$ cat config.mk
export PLATFORM = sky130hd
export DESIGN_NAME = decode_ctrl
export DESIGN_NICKNAME = d
export VERILOG_FILES = /design/src/rtl/decode_ctrl_pkg.sv /design/src/rtl/decode_ctrl_main.sv /design/src/rtl/decode_ctrl.sv
export SDC_FILE = /design/constraint.sdc
export NUM_CORES = 1
export LEC_CHECK = 0
export ABC_AREA = 1
export CORE_UTILIZATION = 45
export DETAILED_ROUTE_END_ITERATION = 8
export GPL_ROUTABILITY_DRIVEN = 1
export GPL_TIMING_DRIVEN = 0
export PLACE_DENSITY_LB_ADDON = 0.15
export SYNTH_ARGS = -nofsm -noshare
export SYNTH_HDL_FRONTEND = slang
export SYNTH_HIERARCHICAL = 1
export SYNTH_SLANG_ARGS = --single-unit
$ cat constraint.sdc
create_clock -name clk -period 2.6 [get_ports clk]
set_clock_uncertainty 0.2 [all_clocks]
set_input_delay 0.26 -clock clk [delete_from_list [all_inputs] [get_ports clk]]
set_output_delay 0.26 -clock clk [all_outputs]
set_load 0.02 [all_outputs]
$ cat src/rtl/decode_ctrl_pkg.sv
// Shared decode-stage definitions: opcodes, immediate/result/ALU encodings, control word layout.
// Pure declarations; no timing, no backpressure.
package decode_ctrl_pkg;

    localparam logic [6:0] OP_LOAD   = 7'b0000011;
    localparam logic [6:0] OP_STORE  = 7'b0100011;
    localparam logic [6:0] OP_R      = 7'b0110011;
    localparam logic [6:0] OP_IALU   = 7'b0010011;
    localparam logic [6:0] OP_BRANCH = 7'b1100011;
    localparam logic [6:0] OP_JAL    = 7'b1101111;
    localparam logic [6:0] OP_JALR   = 7'b1100111;
    localparam logic [6:0] OP_LUI    = 7'b0110111;
    localparam logic [6:0] OP_AUIPC  = 7'b0010111;

    // addi x0,x0,0
    localparam logic [31:0] NOP_ADDI = 32'h0000_0013;

    typedef enum logic [2:0] {
        IMM_I    = 3'b000,
        IMM_S    = 3'b001,
        IMM_B    = 3'b010,
        IMM_J    = 3'b011,
        IMM_U    = 3'b100,
        IMM_NONE = 3'b111
    } imm_src_t;

    typedef enum logic [1:0] {
        RES_ALU = 2'b00,
        RES_MEM = 2'b01,
        RES_PC4 = 2'b10
    } result_src_t;

    typedef enum logic [1:0] {
        ALUOP_ADD   = 2'b00,
        ALUOP_SUB   = 2'b01,
        ALUOP_FUNCT = 2'b10
    } alu_op_t;

    typedef struct packed {
        logic        reg_write;
        logic        mem_write;
        logic        alu_src;
        logic        branch;
        logic        jump;
        result_src_t result_src;
        alu_op_t     alu_op;
    } ctrl_t;

    // Everything the execute stage needs from one decoded instruction.
    typedef struct packed {
        ctrl_t       ctrl;
        logic [2:0]  funct3;
        logic        funct7b5;
        logic [4:0]  rs1;
        logic [4:0]  rs2;
        logic [4:0]  rd;
    } ex_word_t;

    function automatic logic [4:0] rs1_of(input logic [31:0] instr);
        return instr[19:15];
    endfunction

    function automatic logic [4:0] rs2_of(input logic [31:0] instr);
        return instr[24:20];
    endfunction

    function automatic logic [4:0] rd_of(input logic [31:0] instr);
        return instr[11:7];
    endfunction

endpackage

$ cat src/rtl/decode_ctrl_main.sv
// Main opcode decoder: opcode -> execute control word, immediate format, illegal flag.
// Purely combinational, zero latency; no backpressure.
module main_decoder
    import decode_ctrl_pkg::*;
(
    input  logic [6:0] op,
    output ctrl_t      ctrl,
    output imm_src_t   imm_src,
    output logic       illegal
);

    always_comb begin
        ctrl    = '0;
        imm_src = IMM_NONE;
        illegal = 1'b0;
        unique case (op)
            OP_LOAD: begin
                ctrl.reg_write  = 1'b1;
                ctrl.alu_src    = 1'b1;
                ctrl.result_src = RES_MEM;
                imm_src         = IMM_I;
            end
            OP_STORE: begin
                ctrl.mem_write  = 1'b1;
                ctrl.alu_src    = 1'b1;
                imm_src         = IMM_S;
            end
            OP_R: begin
                ctrl.reg_write  = 1'b1;
                ctrl.alu_op     = ALUOP_FUNCT;
                imm_src         = IMM_NONE;
            end
            OP_IALU: begin
                ctrl.reg_write  = 1'b1;
                ctrl.alu_src    = 1'b1;
                ctrl.alu_op     = ALUOP_FUNCT;
                imm_src         = IMM_I;
            end
            OP_BRANCH: begin
                ctrl.branch     = 1'b1;
                ctrl.alu_op     = ALUOP_SUB;
                imm_src         = IMM_B;
            end
            OP_JAL: begin
                // Target comes from the PC adder, so ALU operand select is irrelevant.
                ctrl.reg_write  = 1'b1;
                ctrl.jump       = 1'b1;
                ctrl.result_src = RES_PC4;
                imm_src         = IMM_J;
            end
            OP_JALR: begin
                ctrl.reg_write  = 1'b1;
                ctrl.alu_src    = 1'b1;
                ctrl.jump       = 1'b1;
                ctrl.result_src = RES_PC4;
                imm_src         = IMM_I;
            end
            OP_LUI, OP_AUIPC: begin
                ctrl.reg_write  = 1'b1;
                ctrl.alu_src    = 1'b1;
                imm_src         = IMM_U;
            end
            default: begin
                illegal = 1'b1;
            end
        endcase
    end

endmodule

$ cat src/rtl/decode_ctrl.sv
// Decode stage: IF/ID and ID/EX pipeline registers, opcode decode, load-use and branch hazard control.
// Latency: InstrF -> InstrD 1 cycle, control word -> E outputs 2 cycles.
// Backpressure: load-use stalls F/D for one cycle with an E bubble; taken branch/jump bubbles D and E.
module decode_ctrl
    import decode_ctrl_pkg::*;
#(
    parameter logic [31:0] NOP_INSTR = NOP_ADDI
) (
    input  logic        clk,
    input  logic        reset,
    input  logic [31:0] InstrF,
    input  logic [31:0] PCF,
    input  logic        PCSrcE,
    output logic [31:0] InstrD,
    output logic [31:0] PCD,
    output logic [2:0]  ImmSrcD,
    output logic        IllegalD,
    output logic        RegWriteE,
    output logic        MemWriteE,
    output logic        ALUSrcE,
    output logic        BranchE,
    output logic        JumpE,
    output logic [1:0]  ResultSrcE,
    output logic [1:0]  ALUOpE,
    output logic [2:0]  Funct3E,
    output logic        Funct7b5E,
    output logic [4:0]  Rs1E,
    output logic [4:0]  Rs2E,
    output logic [4:0]  RdE,
    output logic        StallF,
    output logic        StallD,
    output logic        FlushE
);

    ctrl_t    ctrl_d;
    imm_src_t imm_src_d;
    ex_word_t ex_d;
    ex_word_t ex_q;
    logic     lw_stall;
    logic     flush_d;

    main_decoder u_main_decoder (
        .op      (InstrD[6:0]),
        .ctrl    (ctrl_d),
        .imm_src (imm_src_d),
        .illegal (IllegalD)
    );

    assign ImmSrcD = imm_src_d;

    // A load in E whose destination is read by the instruction in D must wait one cycle.
    assign lw_stall = (ex_q.ctrl.result_src == RES_MEM) && (ex_q.rd != 5'd0) &&
                      ((rs1_of(InstrD) == ex_q.rd) || (rs2_of(InstrD) == ex_q.rd));

    // A taken branch squashes the stalled instruction anyway, so it overrides the stall.
    assign flush_d = PCSrcE;
    assign StallF  = lw_stall & ~PCSrcE;
    assign StallD  = lw_stall & ~PCSrcE;
    assign FlushE  = lw_stall | PCSrcE;

    always_comb begin
        ex_d          = '0;
        ex_d.ctrl     = ctrl_d;
        ex_d.funct3   = InstrD[14:12];
        ex_d.funct7b5 = InstrD[30];
        ex_d.rs1      = rs1_of(InstrD);
        ex_d.rs2      = rs2_of(InstrD);
        ex_d.rd       = rd_of(InstrD);
    end

    always_ff @(posedge clk) begin
        if (reset) begin
            InstrD <= NOP_INSTR;
            PCD    <= '0;
        end else if (flush_d) begin
            InstrD <= NOP_INSTR;
            PCD    <= '0;
        end else if (!StallD) begin
            InstrD <= InstrF;
            PCD    <= PCF;
        end
    end

    // Reset and flush both leave an all-zero bubble in E.
    always_ff @(posedge clk) begin
        if (reset || FlushE) begin
            ex_q <= '0;
        end else begin
            ex_q <= ex_d;
        end
    end

    assign RegWriteE  = ex_q.ctrl.reg_write;
    assign MemWriteE  = ex_q.ctrl.mem_write;
    assign ALUSrcE    = ex_q.ctrl.alu_src;
    assign BranchE    = ex_q.ctrl.branch;
    assign JumpE      = ex_q.ctrl.jump;
    assign ResultSrcE = ex_q.ctrl.result_src;
    assign ALUOpE     = ex_q.ctrl.alu_op;
    assign Funct3E    = ex_q.funct3;
    assign Funct7b5E  = ex_q.funct7b5;
    assign Rs1E       = ex_q.rs1;
    assign Rs2E       = ex_q.rs2;
    assign RdE        = ex_q.rd;

endmodule

==> impl_results.md, run 1 <==
* VDD IR max at 0.286 mV
* Iteration-0 DRC Markers at 83
* H-tree levels at 3
* Power Density at 468 mW/mm²
* Placement Rows at 33
* Starting Density at 47.2%
* Worst endpoint required time at 2140 ps
* Actual slew at the worst max-slew pin at 468 ps
* Max-cap violations at 0
* Area share of the largest cell type after synthesis at 47.1%
* Leak at 3.00 nW
* Met1 WL at 3960 µm
* Post-CTS Resized at 8
* FF-to-FF Start: InstrD[15]$_SDFFE_PP0N_
* Post-synthesis adder-cell area fraction at 0%
* Initial antenna violation count at 0
* Setup TNS at 0 ps
* Hold Fails Final Rpt at 0
* Synthesis-to-finish area growth at 49.3%
* Final setup violation count at 0
* Min-delay src: InstrD[11]$_SDFFE_PP0N_
* CTS tree: yes
* Drt total wl at 9790 µm
* Kind of critical path: flop to primary output
* HP Class: flop to flop
* Die area at 0.00907 mm²
* Crit path DAT at 1980 ps
* Minimum clock period at 2440 ps
* Post-CTS Setup Repair Bufs at 0
* Yosys warnings at 6
* Total Power at 2.74 mW
* Largest net degree at the start of global routing at 14
* Final Hold Slack at 236 ps
* Worst slew margin at 68.8%
* Post-Syn Area at 0.00391 mm²
* Crit start category: flop
* Syn Inst Count at 576
* Met2 WL post-DR at 4820 µm
* Wire length on met3 at 830 µm
* Layout Cells excl Fill at 859
* Post-DP HPWL at 7690 µm
* Die Width at 95.3 µm
* CTS Buf Count at 9
* Clock buffer depth at 2
* IO Pins at 166
* Worst-path fanout max at 5
* Sequential share of the synthesized area at 47.1%
* Top post-synthesis cells by area: dfxtp_1, nor2_1, nand2_1, inv_1, nand2_2
* Post-synth ARST share at 0%
* Vias after detailed routing at 3777
* Via-per-instance ratio at 4.40
* Top FF cell, synth: dfxtp_1
* CP startpoint: InstrD[3]$_SDFFE_PP0N_
* Placed cells at 846
* Root Buffer: clkbuf_8
* Diode count at 0
* Status: completed
* Most frequent cell after synthesis: nor2_1
* CP most frequent cell: nand2_1
* GRT Total Usage at 22.2%
* Avg Cell Area, Syn at 6.79 µm²
* Number of global-route vias before repair at 3500
* Achievable Freq at 410 MHz
* Total iterations of the first detailed-routing run at 5
* Crit end category: primary output
* GPL Wtd Cong at 0.814
* DRC at 0
* Global-route wire length before repair at 15700 µm
* RSZ-0062 raised after global routing: false
* Final period util at 93.8%
* Crit-path slowest cell: clkdlybuf4s50_1
* Complex-gate fraction of the synthesized area at 0.671%
* Drt wl/cell at 11.4 µm
* Post-synthesis mux area share at 0%
* CTS Sinks at 92
* Xor and xnor fraction of the mapped netlist area at 0.448%
* Grt total ovfl at 0
* Post-synth EDFFs at 0
* Clock Latency Late Sink at 340 ps
* Top post-synthesis cells by count: nor2_1, nand2_1, inv_1
* Synthesized net count at 643
* Core ar. at 0.00830 mm²
* Post-layout net count at 819
* Max layer used: met4
* Layout cells sized above 1 at 13.1%
* Worst-path clk slew at 90 ps
* Max incr delay on CP at 610 ps
* Yosys reg bits at 92
* Crit-path cells: inv_1 > nand2_1 > nor2_2 > o21ai_2 > nand3_2 > nand2_1 > clkdlybuf4s50_1
* Die Y at 95.3 µm
* Simple-gate share of the synthesized area at 37.4%
* Max Slew Vio Count at 0
* Port Buffers at 165
* Synth area leader: dfxtp_1
* Largest family of logic cells by synthesized area: simple AND/OR/NAND/NOR gates
* Netlist cell types at 21
* Antenna Violating Nets Remaining at 0
* Hold-fix buffers at CTS at 0
[worst max-delay path, delay by kind of cell, from the launching register on]
| family | cells | cell delay (ps) |
|---|---|---|
| simple gates | 4 | 340 |
| flops | 1 | 430 |
| compound gates | 1 | 190 |
| buf+inv | 2 | 670 |
[where the power goes]
group          internal (mW)  switching [mW]
Combinational          0.243           0.222
Clock                  0.329           0.453
Sequential              1.46          0.0337
Total                   2.03           0.709
[final timing paths]
check | to | slack [ps] | depth (start not counted)
worst max-delay path | ImmSrcD[0] | 160 | 7
worst min-delay path | RdE[4]$_SDFF_PP0_ | 240 | 2
worst max register to register | RegWriteE$_SDFF_PP0_ | 660 | 10
worst min register to register | RdE[4]$_SDFF_PP0_ | 240 | 2
[area by class of cell]
type                    count  area, µm²
flip-flops and latches     92       1850
inverters                 108        405
multi-input cells         352       1510
plain buffers              24        163
repair buffers            165       1640
fillers                   726       2450
clock inverters             3       17.5
clock buffers              10        128
well taps                 105        131
[per-stage QoR]
stage | setup slack (ps) | instance area [µm²] | util, %
after CTS | 7.10 | 5850 | 70.5
after global routing | 14.8 | 5840 | 70.4
after global placement | 30.1 | 5700 | 68.6
after floorplan | 574 | 3910 | -
final | 161 | 5840 | 70.4
after detailed placement | -10.1 | 5700 | 68.6
[flip-flops by register name, summed over array words and instances (netlist names)]
signal	count
Funct7b5E	1
Rs1E	5
BranchE	1
InstrD	32
ResultSrcE	2
ALUOpE	2
RegWriteE	1
ALUSrcE	1
RdE	5
Funct3E	3
MemWriteE	1
PCD	32
Rs2E	5
JumpE	1
[cells in the final DEF (no fill, tap or decap)]
| cell | instances |
|---|---|
| nand3b_1 | 1 |
| nor3_1 | 1 |
| nand3_1 | 8 |
| o21ai_2 | 1 |
| inv_2 | 5 |
| clkbuf_8 | 9 |
| dfxtp_2 | 6 |
| xnor2_1 | 2 |
| nand3_2 | 2 |
| a21o_1 | 1 |
| buf_2 | 13 |
| o21ai_1 | 1 |
| clkbuf_1 | 3 |
| buf_4 | 3 |
| clkdlybuf4s50_1 | 162 |
| inv_1 | 103 |
| buf_6 | 6 |
| clkinv_2 | 2 |
| dfxtp_1 | 86 |
| nor2_1 | 165 |
| nand2_1 | 116 |
| nand3_4 | 1 |
| clkbuf_2 | 3 |
| a21oi_1 | 1 |
| nor2_2 | 3 |
| clkinvlp_4 | 1 |
| nand4_1 | 5 |
| nand2_2 | 44 |
[kinds of logic after synthesis]
group / Yosys count
AND/OR/NAND/NOR: 346
buffers and inverters: 132
flip-flops: 92
AO/OA/AOI/OAI: 4
XOR/XNOR: 2
[routing by layer]
layer  vias up  track usage (%)
met5         -                0
met4         0             8.33
met3        16             6.78
met2       123             38.5
met1      1647             25.5
li1       1991                -
No activity file was read; power rests on OpenSTA's default activity.
==> run 2: changes to the inputs <==
Settings changed: CORE_UTILIZATION 45 to 46, PLACE_DENSITY_LB_ADDON 0.15 to 0.08, SETUP_SLACK_MARGIN set to 0.2.
==> run 2 against run 1 <==
- die area shrank 2.1%
- register-to-register slack lost 20 ps
- highest routed layer unchanged
- global-route usage grew 0.65 points
- wire length increased by 1.4%
- combinational power about the same
- critical endpoint is now FlushE
- core utilization increased by 2.8 points
- count of clock-buffer cells in the layout increased by 1
- largest power group unchanged
- fmax up 5.3%
- non-clock buffer count is 5 higher
- sequential cell count is the same
==> impl_results.md, run 2 (synthesis results as in run 1) <==
* Max incr delay on CP at 390 ps
* Via-per-instance ratio at 4.41
* Hold Fails Final Rpt at 0
* Clock Latency Late Sink at 350 ps
* Crit-path slowest cell: dfxtp_4
* Largest registers: InstrD: 32 flops, PCD: 32 flops
* Hold EP: RdE[4]$_SDFF_PP0_
* Clock buffer depth at 2
* Post-layout net count at 824
* VDD IR max at 0.287 mV
* Power Density at 514 mW/mm²
* RSZ-0062 raised after global routing: true
* GRT Total Usage at 22.9%
* Die area at 0.00888 mm²
* Antenna Violating Nets Remaining at 0
* Commonest non-fill, non-tap cell in the layout: nor2_1
* Initial antenna violation count at 0
* Area of placed instances at 0.00570 mm²
* Reg2reg setup slack at 640 ps
* Number of global-route vias before repair at 3413
* Final period util at 89.1%
* HP Class: flop to flop
* Grt total ovfl at 0
* Starting Density at 47.6%
* Root Buffer: clkbuf_8
* Drt total wl at 9920 µm
* Max-cap violations at 0
* Place WS at -24.5 ps
* FF-to-FF Start: RdE[0]$_SDFF_PP0_
* Global-route wire length before repair at 15700 µm
* Crit start category: flop
* Reg-to-reg endpoint: RdE[1]$_SDFF_PP0_
* Die Y at 94.2 µm
* Setup TNS at 0 ps
* Diode count at 0
* Drt wl/cell at 11.5 µm
* Crit path DAT at 1860 ps
* Hold-fix buffers at CTS at 0
* Die Width at 94.2 µm
* Placement Rows at 33
* Iteration-0 DRC Markers at 97
* GPL Wtd Cong at 0.811
* Most frequent cells in the layout: nor2_1, clkdlybuf4s50_1, nand2_1
* Vias after detailed routing at 3818
* DRC at 0
* CTS Sinks at 92
* Post-DP HPWL at 7490 µm
* Hold Crit Depth at 2
* H-tree levels at 3
* Worst slew margin at 66.0%
* Fin area at 0.00602 mm²
* Worst-path clk slew at 80 ps
* Crit-path cells: nand2_1 > inv_1 > nor2_1 > nor2_1 > nand3_1 > nand2_2 > nand2_4 > buf_12 > buf_6 > nand2_1 > buf_6
* Synthesis-to-finish area growth at 53.7%
* Worst endpoint required time at 2140 ps
* Final setup violation count at 0
* Min-delay src: InstrD[11]$_SDFFE_PP0N_
* Max Slew Vio Count at 0
* CP startpoint: RdE[0]$_SDFF_PP0_
* Status: completed
* IO Pins at 166
* Crit end category: primary output
* Total iterations of the first detailed-routing run at 5
* Achievable Freq at 432 MHz
* Minimum clock period at 2320 ps
* R2R cell count at 10
* Leak at 3.09 nW
* Port Buffers at 165
* CTS tree: yes
* Largest net degree at the start of global routing at 15
* Core ar. at 0.00822 mm²
* Crit path setup slack, layout at 284 ps
* Layout cells sized above 1 at 14.6%
* Actual slew at the worst max-slew pin at 509 ps
* Kind of critical path: flop to primary output
* CTS Buf Count at 9
* Worst-path fanout max at 10
## run 2: cell types whose count changed in the layout (fill, tap and decap cells not counted), moves of 2 or more
cell,before,now
clkbuf_2,3,1
dfxtp_1,86,81
clkinv_2,2,0
dlygate4sd2_1,0,3
dfxtp_4,0,4
bufinv_16,0,3
buf_4,3,7
clkdlybuf4s50_1,162,158
## run 2: worst max-delay path: cells and delay by family, from the launching register on
family,cells,cell delay [ps]
AND/OR/NAND/NOR,7,660
flip-flops,1,390
buffers and inverters,4,460
## run 2: worst max-delay path by stage
stage	endpoint	depth (start not counted)
3_3_place_gp	StallF	11
3_5_place_dp	StallF	11
4_1_cts	ImmSrcD[1]	7
5_1_grt	StallF	11
6_report	FlushE	11
2_1_floorplan	StallF	10
## run 2: cell type report
type | instances | area, µm²
flip-flops and latches | 92 | 1870
clock inverters | 4 | 97.6
clock buffers | 11 | 141
multi-input cells | 352 | 1520
repair buffers | 170 | 1680
inverters | 108 | 405
well taps | 105 | 131
plain buffers | 24 | 175
fillers | 665 | 2200
## run 2: layer usage
layer  up-vias  wire length, µm  global-route usage, %
li1       1994                -                      -
met2       124             4960                   40.9
met3        10              786                   7.61
met5         -                0                      0
met4         0               94                   5.64
met1      1690             4080                   25.9
## run 2: per-stage QoR
stage	hold slack [ps]	cells	utilization, %	power, mW
final	238	866	73.2	3.10
after global placement	232	846	69.3	1.98
after floorplan	187	576	-	1.74
after CTS	252	863	72.6	3.11
after detailed placement	246	846	69.3	1.99
after global routing	257	866	73.2	3.24
## run 2: what timing repair did
action                                  in CTS  in global routing
pin swaps                                    1                  5
endpoints found under the setup margin       6                  4
gates resized for setup                     21                 18
setup buffers                                2                  3
## run 2: where the power goes
part	internal (mW)	leakage [nW]	total, mW	switching, mW
Sequential	1.45	0.759	1.49	0.0339
Combinational	0.242	2.22	0.467	0.225
Clock	0.661	0.116	1.14	0.480
